### src/rtl/buzz_pkg.sv
// Shared buzzer definitions: event codes, owner encoding, notes, event priority
// and the pattern ROM that maps (event, step) to a note or gap.
package buzz_pkg;

    typedef enum logic [2:0] {
        EVT_STOP  = 3'd0,
        EVT_OK    = 3'd1,
        EVT_ERROR = 3'd2,
        EVT_ALARM = 3'd3,
        EVT_OPEN  = 3'd4
    } evt_code_e;

    typedef enum logic [2:0] {S_IDLE, S_CLICK, S_NOTE, S_GAP, S_ALARM} state_e;

    typedef logic [2:0] note_t;
    typedef logic [1:0] src_t;

    localparam src_t  SRC_NONE   = 2'd0;
    localparam src_t  SRC_KEY    = 2'd1;
    localparam src_t  SRC_EVT    = 2'd2;
    localparam src_t  SRC_ALARM  = 2'd3;

    localparam note_t NOTE_OFF   = 3'd0;
    localparam note_t NOTE_CLICK = 3'd7;

    typedef struct packed {
        note_t note;
        logic  gap;
        logic  last;
    } step_t;

    function automatic logic evt_is_valid(input logic [2:0] code);
        return code <= EVT_OPEN;
    endfunction

    // Key click sits at priority 0, so any valid event outranks it.
    function automatic logic [2:0] evt_prio(input logic [2:0] code);
        case (code)
            EVT_ALARM: return 3'd4;
            EVT_ERROR: return 3'd3;
            EVT_OPEN:  return 3'd2;
            EVT_OK:    return 3'd1;
            default:   return 3'd0;
        endcase
    endfunction

    function automatic step_t pattern_step(input logic [2:0] code, input logic [2:0] step);
        step_t s;
        s = '{note: NOTE_OFF, gap: 1'b0, last: 1'b1};
        case (code)
            EVT_OK: begin
                s.note = (step == 3'd0) ? 3'd1 : (step == 3'd1) ? 3'd3 : 3'd5;
                s.last = (step >= 3'd2);
            end
            EVT_OPEN: begin
                s.note = (step == 3'd0) ? 3'd5 : (step == 3'd1) ? 3'd3 : 3'd1;
                s.last = (step >= 3'd2);
            end
            EVT_ERROR: begin
                s.gap  = step[0];
                s.note = step[0] ? NOTE_OFF : 3'd1;
                s.last = (step >= 3'd4);
            end
            EVT_ALARM: begin
                s.note = step[0] ? 3'd7 : 3'd6;
                s.last = 1'b0;
            end
            default: ;
        endcase
        return s;
    endfunction

endpackage

### src/rtl/buzz_if.sv
// Request/status bundle between the keypad/main FSM and the buzzer arbiter.
interface buzz_if;
    import buzz_pkg::*;

    logic       key_req;
    logic       evt_req;
    logic [2:0] evt_code;
    note_t      note;
    logic       busy;
    src_t       src;
    logic       done;

    modport master (output key_req, evt_req, evt_code, input note, busy, src, done);
    modport slave  (input key_req, evt_req, evt_code, output note, busy, src, done);
endinterface

### src/rtl/buzz_step_timer.sv
// Loadable millisecond step timer: TICK_DIV prescaler feeding an ms down-counter,
// expire pulses for one cycle on the final clock of the loaded duration.
module buzz_step_timer #(
    parameter int TICK_DIV = 1000,
    parameter int MS_W     = 8
) (
    input  logic            clk,
    input  logic            reset,
    input  logic            load,
    input  logic [MS_W-1:0] load_ms,
    output logic            expire
);
    localparam int               PRE_W    = (TICK_DIV > 1) ? $clog2(TICK_DIV) : 1;
    localparam logic [PRE_W-1:0] PRE_LAST = PRE_W'(TICK_DIV - 1);

    logic [PRE_W-1:0] pre;
    logic [MS_W-1:0]  ms_left;
    logic             tick;

    assign tick   = (pre == PRE_LAST);
    assign expire = tick && (ms_left == MS_W'(1));

    // ms_left parks at zero once a step ends; loading zero is a clean stop.
    always_ff @(posedge clk or posedge reset) begin
        if (reset) begin
            pre     <= '0;
            ms_left <= '0;
        end else if (load) begin
            pre     <= '0;
            ms_left <= load_ms;
        end else if (ms_left != '0) begin
            if (tick) begin
                pre     <= '0;
                ms_left <= ms_left - MS_W'(1);
            end else begin
                pre     <= pre + PRE_W'(1);
            end
        end
    end
endmodule

### src/rtl/buzz_arbiter.sv
// Buzzer owner: arbitrates key clicks against main-FSM sound events and
// sequences note patterns. Define BUZZ_QUEUE_EN to keep one dropped event pending.
module buzz_arbiter
    import buzz_pkg::*;
#(
    parameter int TICK_DIV = 1000,
    parameter int CLICK_MS = 50,
    parameter int NOTE_MS  = 200,
    parameter int GAP_MS   = 100
) (
    input  logic  clk,
    input  logic  reset,
    buzz_if.slave bus
);
    localparam int MS_MAX = (NOTE_MS > CLICK_MS) ? ((NOTE_MS > GAP_MS) ? NOTE_MS : GAP_MS)
                                                 : ((CLICK_MS > GAP_MS) ? CLICK_MS : GAP_MS);
    localparam int MS_W   = $clog2(MS_MAX + 1);

    state_e          state_q, state_d;
    logic [2:0]      code_q, code_d, step_q, step_d, nxt_step, act_prio, start_code;
    note_t           note_q, note_d;
    src_t            src_q, src_d;
    logic            busy_q, busy_d, done_q, done_d;
    logic            tmr_load, expire, evt_ok, stop_evt, start_evt, start;
    logic [MS_W-1:0] tmr_ms;
    step_t           cur, rom;
    logic            unused_rom;

    assign evt_ok     = bus.evt_req && evt_is_valid(bus.evt_code);
    assign act_prio   = (state_q == S_IDLE || state_q == S_CLICK) ? 3'd0 : evt_prio(code_q);
    assign stop_evt   = evt_ok && (bus.evt_code == EVT_STOP);
    assign start_evt  = evt_ok && !stop_evt && (evt_prio(bus.evt_code) >= act_prio);
    assign nxt_step   = (state_q == S_ALARM) ? {2'b00, ~step_q[0]} : step_q + 3'd1;
    assign cur        = pattern_step(code_q, step_q);
    assign rom        = pattern_step(code_q, nxt_step);
    assign unused_rom = ^{cur.note, cur.gap, rom.last};

`ifdef BUZZ_QUEUE_EN
    logic       pend_vld_q, pend_take;
    logic [2:0] pend_code_q;

    always_ff @(posedge clk or posedge reset) begin
        if (reset) begin
            pend_vld_q  <= 1'b0;
            pend_code_q <= '0;
        end else if (stop_evt) begin
            pend_vld_q  <= 1'b0;
        end else if (evt_ok && !start_evt && bus.evt_code != EVT_ALARM) begin
            pend_vld_q  <= 1'b1;
            pend_code_q <= bus.evt_code;
        end else if (pend_take) begin
            pend_vld_q  <= 1'b0;
        end
    end
`endif

    always_comb begin
        state_d    = state_q;
        code_d     = code_q;
        step_d     = step_q;
        note_d     = note_q;
        busy_d     = busy_q;
        src_d      = src_q;
        done_d     = 1'b0;
        tmr_load   = 1'b0;
        tmr_ms     = '0;
        start      = 1'b0;
        start_code = bus.evt_code;
`ifdef BUZZ_QUEUE_EN
        pend_take  = 1'b0;
`endif
        if (stop_evt) begin
            state_d  = S_IDLE;
            note_d   = NOTE_OFF;
            busy_d   = 1'b0;
            src_d    = SRC_NONE;
            tmr_load = 1'b1;
        end else if (start_evt) begin
            start = 1'b1;
`ifdef BUZZ_QUEUE_EN
        end else if (pend_vld_q && state_q == S_IDLE) begin
            start      = 1'b1;
            start_code = pend_code_q;
            pend_take  = 1'b1;
`endif
        end else if (bus.key_req && (state_q == S_IDLE || state_q == S_CLICK)) begin
            state_d  = S_CLICK;
            note_d   = NOTE_CLICK;
            busy_d   = 1'b1;
            src_d    = SRC_KEY;
            tmr_load = 1'b1;
            tmr_ms   = MS_W'(CLICK_MS);
        end else if (expire) begin
            // On expiry either go silent/idle or load the following step.
            if (state_q == S_CLICK || ((state_q == S_NOTE || state_q == S_GAP) && cur.last)) begin
                state_d = S_IDLE;
                note_d  = NOTE_OFF;
                busy_d  = 1'b0;
                src_d   = SRC_NONE;
                done_d  = (state_q != S_CLICK);
            end else if (state_q != S_IDLE) begin
                step_d   = nxt_step;
                note_d   = rom.note;
                tmr_load = 1'b1;
                tmr_ms   = rom.gap ? MS_W'(GAP_MS) : MS_W'(NOTE_MS);
                if (state_q != S_ALARM)
                    state_d = rom.gap ? S_GAP : S_NOTE;
            end
        end

        if (start) begin
            code_d   = start_code;
            step_d   = '0;
            busy_d   = 1'b1;
            tmr_load = 1'b1;
            tmr_ms   = MS_W'(NOTE_MS);
            note_d   = pattern_step(start_code, 3'd0).note;
            state_d  = (start_code == EVT_ALARM) ? S_ALARM : S_NOTE;
            src_d    = (start_code == EVT_ALARM) ? SRC_ALARM : SRC_EVT;
        end
    end

    always_ff @(posedge clk or posedge reset) begin
        if (reset) begin
            state_q <= S_IDLE;
            code_q  <= '0;
            step_q  <= '0;
            note_q  <= NOTE_OFF;
            busy_q  <= 1'b0;
            src_q   <= SRC_NONE;
            done_q  <= 1'b0;
        end else begin
            state_q <= state_d;
            code_q  <= code_d;
            step_q  <= step_d;
            note_q  <= note_d;
            busy_q  <= busy_d;
            src_q   <= src_d;
            done_q  <= done_d;
        end
    end

    buzz_step_timer #(.TICK_DIV(TICK_DIV), .MS_W(MS_W)) u_timer (
        .clk     (clk),
        .reset   (reset),
        .load    (tmr_load),
        .load_ms (tmr_ms),
        .expire  (expire)
    );

    assign bus.note = note_q;
    assign bus.busy = busy_q;
    assign bus.src  = src_q;
    assign bus.done = done_q;
endmodule

### src/flat_wrapper.sv
// flat-port wrapper written by rule: the top's interface ports become plain ports
module buzz_arbiter_flat import buzz_pkg::*;
#(
    parameter int TICK_DIV = 1000,
    parameter int CLICK_MS = 50,
    parameter int NOTE_MS  = 200,
    parameter int GAP_MS   = 100
)
  (clk, reset, bus_key_req, bus_evt_req, bus_evt_code, bus_note, bus_busy, bus_src, bus_done);
  buzz_if bus_i ();
  input  logic clk;
  input  logic reset;
  input wire logic [$bits(bus_i.key_req)-1:0] bus_key_req;
  input wire logic [$bits(bus_i.evt_req)-1:0] bus_evt_req;
  input wire logic [$bits(bus_i.evt_code)-1:0] bus_evt_code;
  output wire logic [$bits(bus_i.note)-1:0] bus_note;
  output wire logic [$bits(bus_i.busy)-1:0] bus_busy;
  output wire logic [$bits(bus_i.src)-1:0] bus_src;
  output wire logic [$bits(bus_i.done)-1:0] bus_done;
  assign bus_i.key_req = bus_key_req;
  assign bus_i.evt_req = bus_evt_req;
  assign bus_i.evt_code = bus_evt_code;
  assign bus_note = bus_i.note;
  assign bus_busy = bus_i.busy;
  assign bus_src = bus_i.src;
  assign bus_done = bus_i.done;
  buzz_arbiter #(.TICK_DIV(TICK_DIV), .CLICK_MS(CLICK_MS), .NOTE_MS(NOTE_MS), .GAP_MS(GAP_MS)) u_core (.clk(clk), .reset(reset), .bus(bus_i));
endmodule
### config.mk
export PLATFORM = sky130hd
export DESIGN_NAME = buzz_arbiter_flat
export DESIGN_NICKNAME = d
export VERILOG_FILES = /design/src/rtl/buzz_pkg.sv /design/src/rtl/buzz_if.sv /design/src/rtl/buzz_step_timer.sv /design/src/rtl/buzz_arbiter.sv /design/src/flat_wrapper.sv
export SDC_FILE = /design/constraint.sdc
export NUM_CORES = 1
export LEC_CHECK = 0
export ABC_AREA = 1
export CORE_ASPECT_RATIO = 0.5
export CORE_UTILIZATION = 55
export CTS_CLUSTER_DIAMETER = 200
export DETAILED_ROUTE_END_ITERATION = 12
export PLACE_DENSITY = 0.8
export REMOVE_ABC_BUFFERS = 1
export SLEW_MARGIN = 0
export SYNTH_ARGS = -nofsm -noshare
export SYNTH_HDL_FRONTEND = slang
export SYNTH_SLANG_ARGS = --single-unit
export TNS_END_PERCENT = 10
### constraint.sdc
create_clock -name clk -period 4.45 [get_ports clk]
set_input_delay 0.89 -clock clk [delete_from_list [all_inputs] [get_ports clk]]
set_output_delay 0.89 -clock clk [all_outputs]
set_load 0.05 [all_outputs]
## Yosys cells after proc, flatten, opt, wreduce, memory -nomap -nowiden

Index checks and enable logic that the tools add are counted.

- Register bits: 34
- Bits in latches: 0
- Bits in writable memories: 0
- Memory bits (read-only): 0
- Input bits: 7
- Output and inout port bits: 7
- Word-level logic and storage cells: 149
- Memories: 0

- Add/sub/neg operators: 3
- Multiply operators: 0
- Div/mod/pow operators: 0
- $lt $le $gt $ge: 4
- Equality and inequality tests: 22
- Shifts and indexed selects: 0
- Mux-type cells: 79
- Bitwise operators: 1
- Reduce and logical (&&, ||, !) cells: 31

Operator list:

| kind | number |
|---|---|
| 8-bit two-way mux | 11 |
| 3-bit two-way mux | 28 |
| 3-bit case mux with 4 select lines | 3 |
| 10-bit two-way mux | 3 |
| 1-bit two-way mux | 25 |
| 3-bit by 2-bit == test with 1-bit output, second input constant | 6 |
| 2-bit two-way mux | 7 |
| 3-bit by 1-bit == test with 1-bit output, second input constant | 4 |
| 10-bit by 1-bit adder with 10-bit output, second input constant | 1 |
| 10-bit == test, second input constant | 1 |
| 5-bit nonzero test | 2 |
| 3-bit == test, second input constant | 3 |
| 3-bit zero test | 3 |
| 3-bit case mux with 3 select lines | 1 |
| 8-bit by 1-bit == test with 1-bit output, second input constant | 1 |
| 2-bit nonzero test | 4 |
| 4-bit nonzero test | 2 |
| 8-bit nonzero test | 1 |
| 8-bit by 1-bit subtractor with 8-bit output, second input constant | 1 |
| 1-bit logical AND | 7 |
| 3-bit AND reduction | 2 |
| 6-bit AND reduction | 1 |
| 2-bit by 1-bit inequality test with 1-bit output, second input constant | 2 |
| 2-bit inequality test, second input constant | 2 |
| other kinds (16) | 19 |

## Logic depth before layout (Yosys ltp)

- Word-level depth: 13
- Mapped depth: 17
- Gate-level depth less buffers: 17

## By module

A second synthesis with hierarchy kept.

- Cell total of the unflattened synthesis: 361
- Area, all modules: 2506.2 um2

By module, submodules not included:

| module | times used | cells an instance | area each (um2) | sequential area each (um2) |
|---|---|---|---|---|
| buzz_step_timer | 1 | 177 | 1266.2 | 450.4 |
| buzz_arbiter | 1 | 184 | 1239.9 | 400.4 |

## Least setup slack after synthesis

Ideal clock, no wire load.

- Path type: input-to-reg
- From: input port bus_evt_code[1]
- To: register u_core.u_timer.ms_left[0]
- Arrival: 2487 ps
- Required time: 4384 ps
- Slack: 1898 ps
- Cell stages on the path: 11
- Path buffers: 1
- Path through: nand2_1 > nor2_1 > ha_1 > a21oi_1 > nand3_1 > o21bai_4 > nand2_1 > a21oi_2 > buf_2 > o211ai_1 > nand2_1

- Cells in the longest elaborated chain, start to end: 11
- Elaborated cells between the ends (all ways): 25
- Classes of those cells: order compare: 2; eq/ne: 4; mux: 10; reduce/logical: 9

RTL lines:

| what | RTL line | text |
|---|---|---|
| from (decl) | flat_wrapper.sv:15 | `input wire logic [$bits(bus_i.evt_code)-1:0] bus_evt_code;` |
| parallel branches: the longest is 11 deep, another holds 3-bit greater-or-equal comparator | n/a |  |
| to (signal assigned) | buzz_step_timer.sv:30 | `ms_left <= load_ms;` |
| to (signal assigned) | buzz_step_timer.sv:34 | `ms_left <= ms_left - MS_W'(1);` |
| to (decl) | buzz_step_timer.sv:17 | `logic [MS_W-1:0] ms_left;` |

Parallel ways; which one is timed is not known.
A chain may end at the register's enable or synchronous reset.

## Worst setup path in the final report

- From: input port bus_evt_code[2]
- To: register u_core.u_timer.pre[0]

- Cells in the longest elaborated chain, start to end: 10
- Elaborated cells between the ends (all ways): 20
- Classes of those cells: order compare: 2; eq/ne: 4; mux: 7; reduce/logical: 7

RTL lines:

| what | RTL line | text |
|---|---|---|
| parallel branches: the longest is 8 deep, another holds 3-bit greater-or-equal comparator | n/a |  |
| 1-bit two-way mux (*) | buzz_arbiter.sv:111 | `if (start) begin` |
| 10-bit two-way mux or 2-bit nonzero test (tied branches) | n/a |  |
| to (signal assigned) | buzz_step_timer.sv:36 | `pre <= pre + PRE_W'(1);` |
| to (decl) | buzz_step_timer.sv:16 | `logic [PRE_W-1:0] pre;` |

Every way passes the cells marked *.

==> reports/metrics.yaml <==
die:
  core_area_sq_um: 4000
  die_y_microns: 48.3
  initial_core_util_pct: 58.8
  die-area_sq_um: 4570
  die_x_microns: 94.6
  rows: 16
  io_pins: 14
global_routing:
  grt_first_pass_wirelength_microns: 8710
  grt.overflow.total: 0
  antenna_found_initial: 0
  first_global_vias: 1972
  grt_max_degree: 35
  grt_usage_pct: 25.7
critical_path:
  setup.worst_path.class: "input pin to flop"
  r2r_slack_ps: 1570
  start_kind: "input pin"
  cp_max_fo: 13
  cp.arrival_ps: 3620
  crit_required_ps: 4640
  cp-end-kind: "flop"
placement:
  place.gp.congestion: 0.918
  hpwl_microns: 4050
  port_buffers: 13
route:
  post_drt_wl_per_cell_microns: 13.3
  via_per_inst: 5.57
  dr.pass1.iters: 5
  drt_wl_total_microns: 5370
  num_vias: 2256
  ant_nets: 0
  drcViolationCount: 0
  drt_iter0_drc: 101
clock_network:
  post_cts_buffers: 0
  cts_tree: "built"
  cts.sinks: 34
  cts_buffer_depth: 2
  cts_root_buf: "clkbuf_8"
  path_clk_slew_ps: 70
  cts_hold_buf: 0
  cts_max_level: 2
  clock_latency_ps: 290
  cts_inserted_buffers: 5
  cts_resized: 0
timing:
  finalCritPeriodShare_pct: 77.3
  slew_viol_final: 0
  fin_crit_ps: 3440
  hold_viol: 0
  worst_pin_slew_ps: 601
  relSlewSlack_pct: 59.9
  max_freq_mhz: 291
  rsz0062_at_grt: "no"
  skew_ps: 9.69
  setup_viol: 0
  hold_ws_ps: 474
  setup_tns_ps: 0
finish:
  nets: 366
  diodes: 0
  syn2layout_area_growth_pct: 12.6
  drive_above_1_share_pct: 7.69
power:
  p_per_area_nw_per_um2: 610
  p_leak_nw: 1.37
  ir_worst_vdd_uv: 386
hold_path:
  min_path_type: "flop to flop"
yosys:
  synth-seq-cells: 34
  avgSynthCellArea_sq_um: 7.08
  ys_seq_area_share_pct: 36.1
  netlist_area_sq_um: 2360
  synthesis.instances: 333
  ys_types: 28
  ys_warn_count: 0
job:
  cap_violations: 0
status:
  outcome: "completed"
critical path, stage by stage:
cell and delay (ps):
clkdlybuf4s50_1 620, inv_1 120, nand3_1 80, nand2_1 80, ha_1 320, nand3_1 90, nand3_1 160, o21bai_4 210
nand2_1 170, a21oi_2 490, nand2_1 190, nand3b_1 130, nand2_1 50
cell type report:
class,instances,area [sq um]
fill,344,1350
multi-input combinational,254,1330
timing repair buffer,14,138
clock buffer,6,82.6
tap,54,67.6
clock inverter,1,30.0
sequential,34,851
inverter,42,158
routing by layer:
metal / up-vias / track usage, % / routed length [microns]
met1: 1058 / 33.4 / 2470
met4: 0 / 9.09 / 79
met2: 82 / 44.2 / 2490
met3: 8 / 5.76 / 333
li1: 1108 / - / -
met5: - / 0 / 0
layout by cell type, fill, tap and decap left out:
cell type,count
a21oi_1,7
a21oi_2,2
buf_4,1
bufinv_16,1
clkbuf_8,6
clkdlybuf4s50_1,13
dfrtp_1,34
ha_1,8
inv_1,40
inv_2,2
nand2_1,98
nand2_2,5
nand2_4,1
nand3_1,41
nand3b_1,2
nand4_1,4
nor2_1,35
nor2_2,3
nor2_4,2
nor2_8,2
nor3_1,3
nor4_1,1
o211ai_1,5
o211ai_2,1
o21ai_0,13
o21ai_1,5
o21bai_4,1
o22ai_1,1
o31ai_1,3
xor2_1,11
power by group:
part,internal [mW],switching (mW),total [mW],leakage (nW)
logic,0.273,0.566,0.840,0.873
registers,0.407,0.0799,0.486,0.439
clock network,0.179,0.112,0.291,0.0573
total,0.859,0.758,1.62,1.37
per-stage QoR:
stage	total power, mW	cell area, sq um	setup WS (ps)	util [%]	std cells
finish	1.62	2650	1010	66.3	405
detailed placement	1.32	2540	784	63.4	398
global route	1.75	2650	723	66.3	405
global placement	1.30	2540	875	63.4	398
floorplan	1.11	2330	1760	-	330
CTS	1.62	2650	1060	66.3	405
sequential cells by signal (all words and copies together) (netlist names):
| register | cells |
|---|---|
| u_core.bus.busy | 1 |
| u_core.bus.done | 1 |
| u_core.bus.note | 3 |
| u_core.bus.src | 2 |
| u_core.code_q | 3 |
| u_core.state_q | 3 |
| u_core.step_q | 3 |
| u_core.u_timer.ms_left | 8 |
| u_core.u_timer.pre | 10 |
synthesized netlist by cell type:
master	n	area, sq um
nand2_1	98	368
dfrtp_1	34	851
xor2_1	11	96.3
nand3b_1	2	15.0
nor3_1	3	15.0
nor2_2	3	18.8
buf_2	2	10.0
o211ai_2	1	12.5
nand2_4	1	11.3
o21bai_4	1	18.8
o21ai_0	13	65.1
o21ai_1	5	25.0
nor2_8	2	40.0
inv_2	2	7.51
nor4_1	1	6.26
ha_1	8	100
nor2_4	2	22.5
inv_1	40	150
a21oi_1	7	35.0
nor2_1	35	131
a21oi_2	2	17.5
buf_6	1	11.3
nand4_1	4	25.0
nand3_1	41	205
nand2_2	5	31.3
o22ai_1	1	6.26
o31ai_1	3	22.5
o211ai_1	5	37.5
logic make-up after synthesis:
kind of cell | count (synthesis) | share of synthesized area (%)
simple gates | 197 | 37.8
xor+xnor | 11 | 4.09
buf+inv | 45 | 7.59
flops | 34 | 36.1
fa+ha+maj | 8 | 4.25
compound gates | 38 | 10.2
path summary, 6_finish.rpt:
kind,from,end,cells past startpoint
worst max-delay path,bus_evt_code[2],u_core.u_timer.pre[0]$_DFFE_PP0P_,13
worst min-delay path,u_core.bus.note[1]$_DFFE_PP0P_,u_core.bus.note[1]$_DFFE_PP0P_,2
worst max register to register,u_core.code_q[2]$_DFFE_PP0N_,u_core.u_timer.pre[0]$_DFFE_PP0P_,15
worst min register to register,u_core.bus.note[1]$_DFFE_PP0P_,u_core.bus.note[1]$_DFFE_PP0P_,2
max in group asynchronous,reset,u_core.bus.note[0]$_DFFE_PP0P_,3
min in group asynchronous,reset,u_core.u_timer.pre[0]$_DFFE_PP0P_,3
Note: power is estimated with default switching activity, not from simulation.
